<file path="config.mk">
export PLATFORM = sky130hd
export DESIGN_NAME = bbox_locate
export DESIGN_NICKNAME = d
export VERILOG_FILES = /design/src/rtl/bbox_locate_pkg.sv /design/src/rtl/bbox_locate_minmax_track.sv /design/src/rtl/bbox_locate.sv
export SDC_FILE = /design/constraint.sdc
export NUM_CORES = 1
export LEC_CHECK = 0
export BUFFER_PORTS_ARGS = -buffer_cell sky130_fd_sc_hd__buf_2
export CORE_MARGIN = 5
export CORE_UTILIZATION = 30
export DETAILED_ROUTE_END_ITERATION = 10
export GPL_TIMING_DRIVEN = 0
export PLACE_DENSITY = 0.58
export SYNTH_ARGS = -nofsm -noshare
export SYNTH_HDL_FRONTEND = slang
export SYNTH_SLANG_ARGS = --single-unit
</file>
<file path="constraint.sdc">
create_clock -name pixelclk -period 5.2 [get_ports pixelclk]
set_input_delay 0 -clock pixelclk [delete_from_list [all_inputs] [get_ports pixelclk]]
set_output_delay 0 -clock pixelclk [all_outputs]
set_load 0.01 [all_outputs]
</file>
<file path="src/rtl/bbox_locate_pkg.sv">
// Shared definitions for the per-frame bounding-box locator.
package bbox_locate_pkg;
  localparam int unsigned CW_DEF = 12;
  localparam int unsigned NW_DEF = 24;

  localparam logic [CW_DEF-1:0] COORD_MAX  = '1;
  localparam logic [CW_DEF-1:0] COORD_ZERO = '0;

  typedef enum logic {
    WAIT_SOF,
    SCAN
  } state_t;
endpackage

</file>
<file path="src/rtl/bbox_locate_minmax_track.sv">
// Running unsigned min/max tracker for one coordinate axis.
module minmax_track
  import bbox_locate_pkg::*;
#(
  parameter int unsigned CW = CW_DEF
) (
  input  logic          pixelclk,
  input  logic          rst_n,
  input  logic          init,
  input  logic          en,
  input  logic [CW-1:0] val,
  output logic [CW-1:0] min,
  output logic [CW-1:0] max
);

  always_ff @(posedge pixelclk or negedge rst_n) begin
    if (!rst_n) begin
      min <= '1;
      max <= '0;
    end else if (init) begin
      min <= '1;
      max <= '0;
    end else if (en) begin
      if (val < min) min <= val;
      if (val > max) max <= val;
    end
  end

endmodule

</file>
<file path="src/rtl/bbox_locate.sv">
// Per-frame bounding box and foreground count of the binarized pixel stream.
module bbox_locate
  import bbox_locate_pkg::*;
#(
  parameter int unsigned CW      = CW_DEF,
  parameter int unsigned NW      = NW_DEF,
  parameter int unsigned MIN_PIX = 16
) (
  input  logic          pixelclk,
  input  logic          rst_n,
  input  logic          i_bit,
  input  logic          i_hs,
  input  logic          i_vs,
  input  logic          i_de,
  output logic [CW-1:0] hcount_l,
  output logic [CW-1:0] hcount_r,
  output logic [CW-1:0] vcount_l,
  output logic [CW-1:0] vcount_r,
  output logic [NW-1:0] o_pix_cnt,
  output logic          o_valid,
  output logic          o_done
);

  state_t        state;
  logic          vs_r, de_r;
  logic          sof, eof, line_end, pix;
  logic [CW-1:0] x, y;
  logic [CW-1:0] xmin, xmax, ymin, ymax;
  logic [NW-1:0] cnt;
  logic          unused_hs;

  assign unused_hs = i_hs;

  // vs_r resets high so a frame already in progress at reset release
  // does not look like a start of frame and is never reported.
  always_ff @(posedge pixelclk or negedge rst_n) begin
    if (!rst_n) begin
      vs_r <= 1'b1;
      de_r <= 1'b0;
    end else begin
      vs_r <= i_vs;
      de_r <= i_de;
    end
  end

  assign sof      = i_vs & ~vs_r;
  assign eof      = ~i_vs & vs_r;
  assign line_end = ~i_de & de_r;
  assign pix      = (state == SCAN) & i_vs & i_de & i_bit;

  always_ff @(posedge pixelclk or negedge rst_n) begin
    if (!rst_n) begin
      x <= '0;
      y <= '0;
    end else if (sof) begin
      x <= '0;
      y <= '0;
    end else if (line_end) begin
      x <= '0;
      if (y != '1) y <= y + 1'b1;
    end else if (i_de) begin
      if (x != '1) x <= x + 1'b1;
    end
  end

  always_ff @(posedge pixelclk or negedge rst_n) begin
    if (!rst_n) begin
      cnt <= '0;
    end else if (sof) begin
      cnt <= '0;
    end else if (pix && cnt != '1) begin
      cnt <= cnt + 1'b1;
    end
  end

  minmax_track #(.CW(CW)) u_track_x (
    .pixelclk (pixelclk),
    .rst_n    (rst_n),
    .init     (sof),
    .en       (pix),
    .val      (x),
    .min      (xmin),
    .max      (xmax)
  );

  minmax_track #(.CW(CW)) u_track_y (
    .pixelclk (pixelclk),
    .rst_n    (rst_n),
    .init     (sof),
    .en       (pix),
    .val      (y),
    .min      (ymin),
    .max      (ymax)
  );

  always_ff @(posedge pixelclk or negedge rst_n) begin
    if (!rst_n) begin
      state     <= WAIT_SOF;
      hcount_l  <= '0;
      hcount_r  <= '0;
      vcount_l  <= '0;
      vcount_r  <= '0;
      o_pix_cnt <= '0;
      o_valid   <= 1'b0;
      o_done    <= 1'b0;
    end else begin
      o_done <= 1'b0;
      case (state)
        WAIT_SOF: if (sof) state <= SCAN;
        SCAN: begin
          if (eof) begin
            state     <= WAIT_SOF;
            o_done    <= 1'b1;
            o_pix_cnt <= cnt;
            if (cnt >= NW'(MIN_PIX)) begin
              hcount_l <= xmin;
              hcount_r <= xmax;
              vcount_l <= ymin;
              vcount_r <= ymax;
              o_valid  <= 1'b1;
            end else begin
              hcount_l <= '0;
              hcount_r <= '0;
              vcount_l <= '0;
              vcount_r <= '0;
              o_valid  <= 1'b0;
            end
          end
        end
        default: state <= WAIT_SOF;
      endcase
    end
  end

endmodule

</file>
* Yosys cells after proc, flatten, opt, wreduce, memory -nomap -nowiden
Index checks and enable logic that the tools add are counted.
** Word-level totals
- Register bits :: 173
- Input port bits :: 6
- Output and inout bits :: 74
** Operators by class
- Add/subtract/negate cells :: 3
- $lt $le $gt $ge :: 5
- Equal/unequal tests :: 3
- Multiplexer cells :: 31
- Bitwise logic cells :: 10
- Reductions and logical operators :: 18
** Operators with widths (number)
- two-way mux 12 bit :: 23
- two-way mux 24 bit :: 2
- adder 12 x 1 -> 12 bit (second input constant) :: 2
- adder 24 x 1 -> 24 bit (second input constant) :: 1
- greater-or-equal comparator 24 x 5 -> 1 bit (second input constant) :: 1
- > comparator 12 bit :: 2
- less-than comparator 12 bit :: 2
- != test 12 bit (second input constant) :: 2
- != test 24 bit (second input constant) :: 1
- nonzero test 2 bit :: 8
- AND reduction 2 bit :: 7
- bitwise AND 1 bit :: 6
- nonzero test 3 bit :: 2
- two-way mux 1 bit :: 5
- inverter 1 bit :: 4
- one-hot mux 1 bit (2 select lines) :: 1
- logical AND 1 bit :: 1

* Logic depth before layout (Yosys ltp)
- Depth in word-level cells :: 6
- Gate-level depth with buffers :: 8

* Cells and area by module
Synthesis repeated with hierarchy kept, for this count alone.
** Second synthesis, totals
- Cells, all modules :: 885
- Area total of the unflattened synthesis :: 9138.8 um2
** By module, submodules not included
- bbox_locate :: times used 1, cells each 469, area each 5362.6 um2
- minmax_track :: times used 2, cells each 208, area each 1888.1 um2

* Worst setup path after synthesis
Ideal clock, no wire load.
- Kind :: reg2reg
- From :: register u_track_y.min[11]
- To :: register u_track_y.min[10]
- Library setup time :: 0.075 ns
- Data arrival time :: 2.050 ns
- Data required time :: 5.125 ns
- Slack :: 3.075 ns
- Cell stages (with the launch flop) :: 8
- Buffers on the path :: 1
- Period minus slack after synthesis :: 2.125 ns
- Path through :: dfstp_2 -> inv_1 -> ha_1 -> and3_1 -> a2111oi_0 -> o21a_1 -> buf_2 -> mux2i_1
** On the way
- Word-level cells in the longest chain between the ends :: 3
** RTL lines
- start, declared :: line bbox_locate_minmax_track.sv:12 : output logic [CW-1:0] min,
- start signal, assigned :: line bbox_locate_minmax_track.sv:24 : if (val < min) min <= val;
- less-than comparator 12 bit :: line bbox_locate_minmax_track.sv:24
- nonzero test 2 bit (no source line)
- AND reduction 2 bit (no source line)
No other way between the ends.
A chain may end at the register's enable or synchronous reset.

* Final worst setup path
- From :: register vs_r
- To :: register hcount_l[0]
** On the way
- Word-level cells in the longest chain between the ends :: 2
** RTL lines
- start, declared :: line bbox_locate.sv:25 : logic vs_r, de_r;
- start signal, assigned :: line bbox_locate.sv:41 : vs_r <= i_vs;
- bitwise AND 1 bit :: line bbox_locate.sv:47 : assign eof = ~i_vs & vs_r;
- AND reduction 2 bit (no source line)
- end signal, assigned :: line bbox_locate.sv:116 : hcount_l <= xmin;
- end, declared :: line bbox_locate.sv:15 : output logic [CW-1:0] hcount_l,
No other way between the ends.

==> results by group <==
Clock tree
  – CTS root buf: clkbuf_16
  – Gates resized, CTS repair: 0
  – Post-CTS setup buffer count: 0
  – H-tree level count: 4
  – CTS sink cnt: roughly 170
  – CTS Buf Count: 17
  – Reg clk slew, reported paths: ~70 ps
  – Worst skew pair latency: between 400 and 500 ps
  – Clock Path Buffers: 2
  – TritonCTS clock tree: yes
  – CTS Hold Bufs: 3

STA
  – Fin. Hold Viols: 0
  – Max-slew violation count: 0
  – Rel. slew slack: 0.361
  – Post-layout min period: 2800 ps
  – Setup_tns: 0 ps
  – Final hold slack: roughly 170 ps
  – Fmax: 357 MHz
  – Clock skew: ~11 ps
  – Unrepaired setup endpoints after global routing: no
  – Final Cycle Share: 0.539
  – Measured slew at the worst slew-check pin: between 900 and 1000 ps
  – # setup viols final: 0

Route
  – Iter 0 DRT Violations: between 500 and 600
  – Post-DR wirelength/cell: approximately 17 µm
  – Post-DR vias/cell: just under 5
  – Total number of vias: ~6.6k
  – Drt drc: 0
  – DRT Pass-1 Iters: 5
  – Antenna Nets Post-Route: 0
  – DRT Wirelength: 22.6 mm

Logic synthesis
  – Post-synthesis compound-gate area fraction: 0.125
  – Area leader, netlist: dfrtp_1
  – XOR/XNOR Fraction of Synth Area: 0.0272
  – Post-synth top area share: 0.425
  – Post-Syn Area: just under 9000 µm²
  – Cells after synthesis: about 830
  – Seq/Total Area, Yosys: 0.501
  – Async set-reset flop share out of synthesis: 1.00
  – Synth cell types: 56
  – Adder-Cell Fraction of Synth Area: 0.0730
  – Number of synthesized flops with an enable pin: 0
  – Synthesized area per cell: ~10 µm²
  – Largest family of logic cells by synthesized area: simple AND/OR/NAND/NOR gates
  – Top cells by area, synth: dfrtp_1 (43%), dfstp_2 (7.5%), ha_1 (7.2%), mux2i_1 (5.5%), a22o_1 (4.8%)
  – Syn_nets: ~900
  – Top FF cell, synth: dfrtp_1
  – #FFs+latches synth: 173
  – Synth warnings: 0
  – Synth Area in Simple Gates: 0.147
  – Multiplexer area fraction after synthesis: 0.0836

Pwr
  – P_leak: 4.98 nW
  – Sw frac: 0.257
  – Overall power: 3.07 mW
  – Internal power: 2.28 mW
  – Net Switching: around 800 µW
  – IR drop worst, VDD: approximately 0.23 mV
  – Sequential share of power: 0.480
  – Combinational share of power: 0.092
  – Clock power share: 0.428
  – Pwr dens: 300 nW/µm²

Worst hold path
  – Hold Path Class: primary input to async pin

Floorplanning
  – Initial Utilization: 0.303
  – Die W: 180 µm
  – I/O pins: 80
  – Row cnt: a little over 60
  – Die area: 32,500 µm²
  – Die Y: roughly 180 µm
  – Core area: about 29,000 µm²

Layout
  – Synthesis-to-finish area growth: 17.6%
  – Commonest non-fill, non-tap cell in the layout: dfrtp_1
  – Area of the multi-input gates: around 4000 µm²
  – Commonest cells after routing, fill and taps aside: dfrtp_1 (148), buf_2 (83), nor2_1 (81)
  – Share of layout cells above drive strength 1: 0.180
  – Antenna cells: 0
  – Final net count: approximately 990
  – Register area: 4360 µm²
  – Number of fill cells: between 2k and 3k

Job
  – Max-cap viol count: 0

Critical path
  – Cell Chain, Critical Path: nand3b_1, a31oi_1, clkbuf_1, clkbuf_1, a22o_1
  – Crit path max-delay family: buffers and inverters
  – CP Class: flop to flop
  – Crit-path slowest cell: a31oi_1
  – WP buf/inv: 2
  – Max stage delay on crit path: 670 ps
  – Crit. End Element: flop
  – Arr. time, crit path: roughly 3200 ps
  – Crit path launch type: flop
  – Critical Path RT: around 5600 ps
  – Critical Path Most Common Cell: clkbuf_1
  – CP max FO: 10

Placed design
  – Global placement routability congestion: roughly 0.84
  – Port Buffer Count: between 70 and 80
  – DP Wirelength: ~16 mm

Global routing
  – Gr ovfl total: 0
  – Global-route wire length before repair: 36.9 mm
  – GRT Total Usage: 0.140
  – Largest net degree at the start of global routing: 88
  – Initial antenna violation count: 0
  – Vias in the first global route: roughly 6.5k

Run status
  – Status: finished, final reports clean
## power by group through the flow
stage,Clock (mW),Combinational (mW),Sequential (mW)
after global placement,0,0.271,1.50
after floorplan,0,0.189,1.47
after detailed placement,0,0.281,1.50
after CTS,1.35,0.286,1.47
final,1.32,0.283,1.47
after global routing,1.40,0.324,1.48
## Yosys cell counts, types with 5 or more instances
library cell  instances
nor2_1               81
clkbuf_1             30
o2111ai_1             5
ha_1                 50
xor2_1               16
mux2_2               22
nor3_1                8
a21o_1                5
a21oi_1              35
nand2_1              79
and3_1               12
nand3_1              18
a22o_1               48
a211oi_1              6
mux2i_1              48
dfrtp_1             148
buf_2                 6
nor4_1                9
xnor2_1              11
nor2b_1               6
o31ai_1               8
o211ai_1              6
nand4_1              21
inv_1                54
dfstp_2              25
o21ai_0              17
## cell type report
class                           count  area share
Buffer                             43      0.0177
Clock buffer                       21      0.0440
Clock inverter                     10      0.0137
Inverter                           54      0.0198
Multi-Input combinational cell    562       0.387
Sequential cell                   173       0.426
Tap cell                          384      0.0469
Timing Repair Buffer               82      0.0447
## metal layers
layer  up-vias  wire length, µm  global-route usage
li1       3161                -                   -
met1      3289            10700               0.191
met2       133            10700               0.227
met3        20              864              0.0270
met4         0              376              0.0396
met5         -                0                   0
## registers in the layout, indices dropped and copies added, names as in the netlist
signal / count
u_track_y.max: 12
o_done: 1
vcount_r: 12
u_track_y.min: 12
o_pix_cnt: 24
cnt: 24
u_track_x.min: 12
y: 12
o_valid: 1
u_track_x.max: 12
x: 12
state: 1
hcount_r: 12
hcount_l: 12
vcount_l: 12
de_r: 1
vs_r: 1
## kinds of logic (layout without fill, tap and decap cells)
kind of cell	count (synthesis)	count (layout)
DFF	173	173
adders and majority gates	51	51
AOI/OAI and AO/OA	151	151
buffers and inverters	97	210
xor gates and xnor gates	27	27
muxes	70	70
and+or+nand+nor	263	263
## final timing paths
kind,end,slack [ps],depth (start not counted),start
setup / recovery,hcount_l[0]$_DFFE_PN0P_,2400,5,vs_r$_DFF_PN1_
hold / removal,o_pix_cnt[12]$_DFFE_PN0P_,170,2,rst_n
setup reg to reg,hcount_l[0]$_DFFE_PN0P_,2400,5,vs_r$_DFF_PN1_
hold reg to reg,o_pix_cnt[10]$_DFFE_PN0P_,480,2,o_pix_cnt[10]$_DFFE_PN0P_
max in group asynchronous,u_track_x.min[7]$_DFFE_PN1P_,4100,3,rst_n
min in group pixelclk,de_r$_DFF_PN0_,290,2,i_de
## through the flow
stage	util	setup slack, ps	cells	area (µm²)
after detailed placement	0.335	2370	1295	9620
after floorplan	-	3080	832	8710
after global routing	0.357	2250	1329	10200
after CTS	0.357	2350	1329	10200
final	0.357	2400	1329	10200
after global placement	0.334	1300	1294	9580
(Power assumes the default switching activity.)
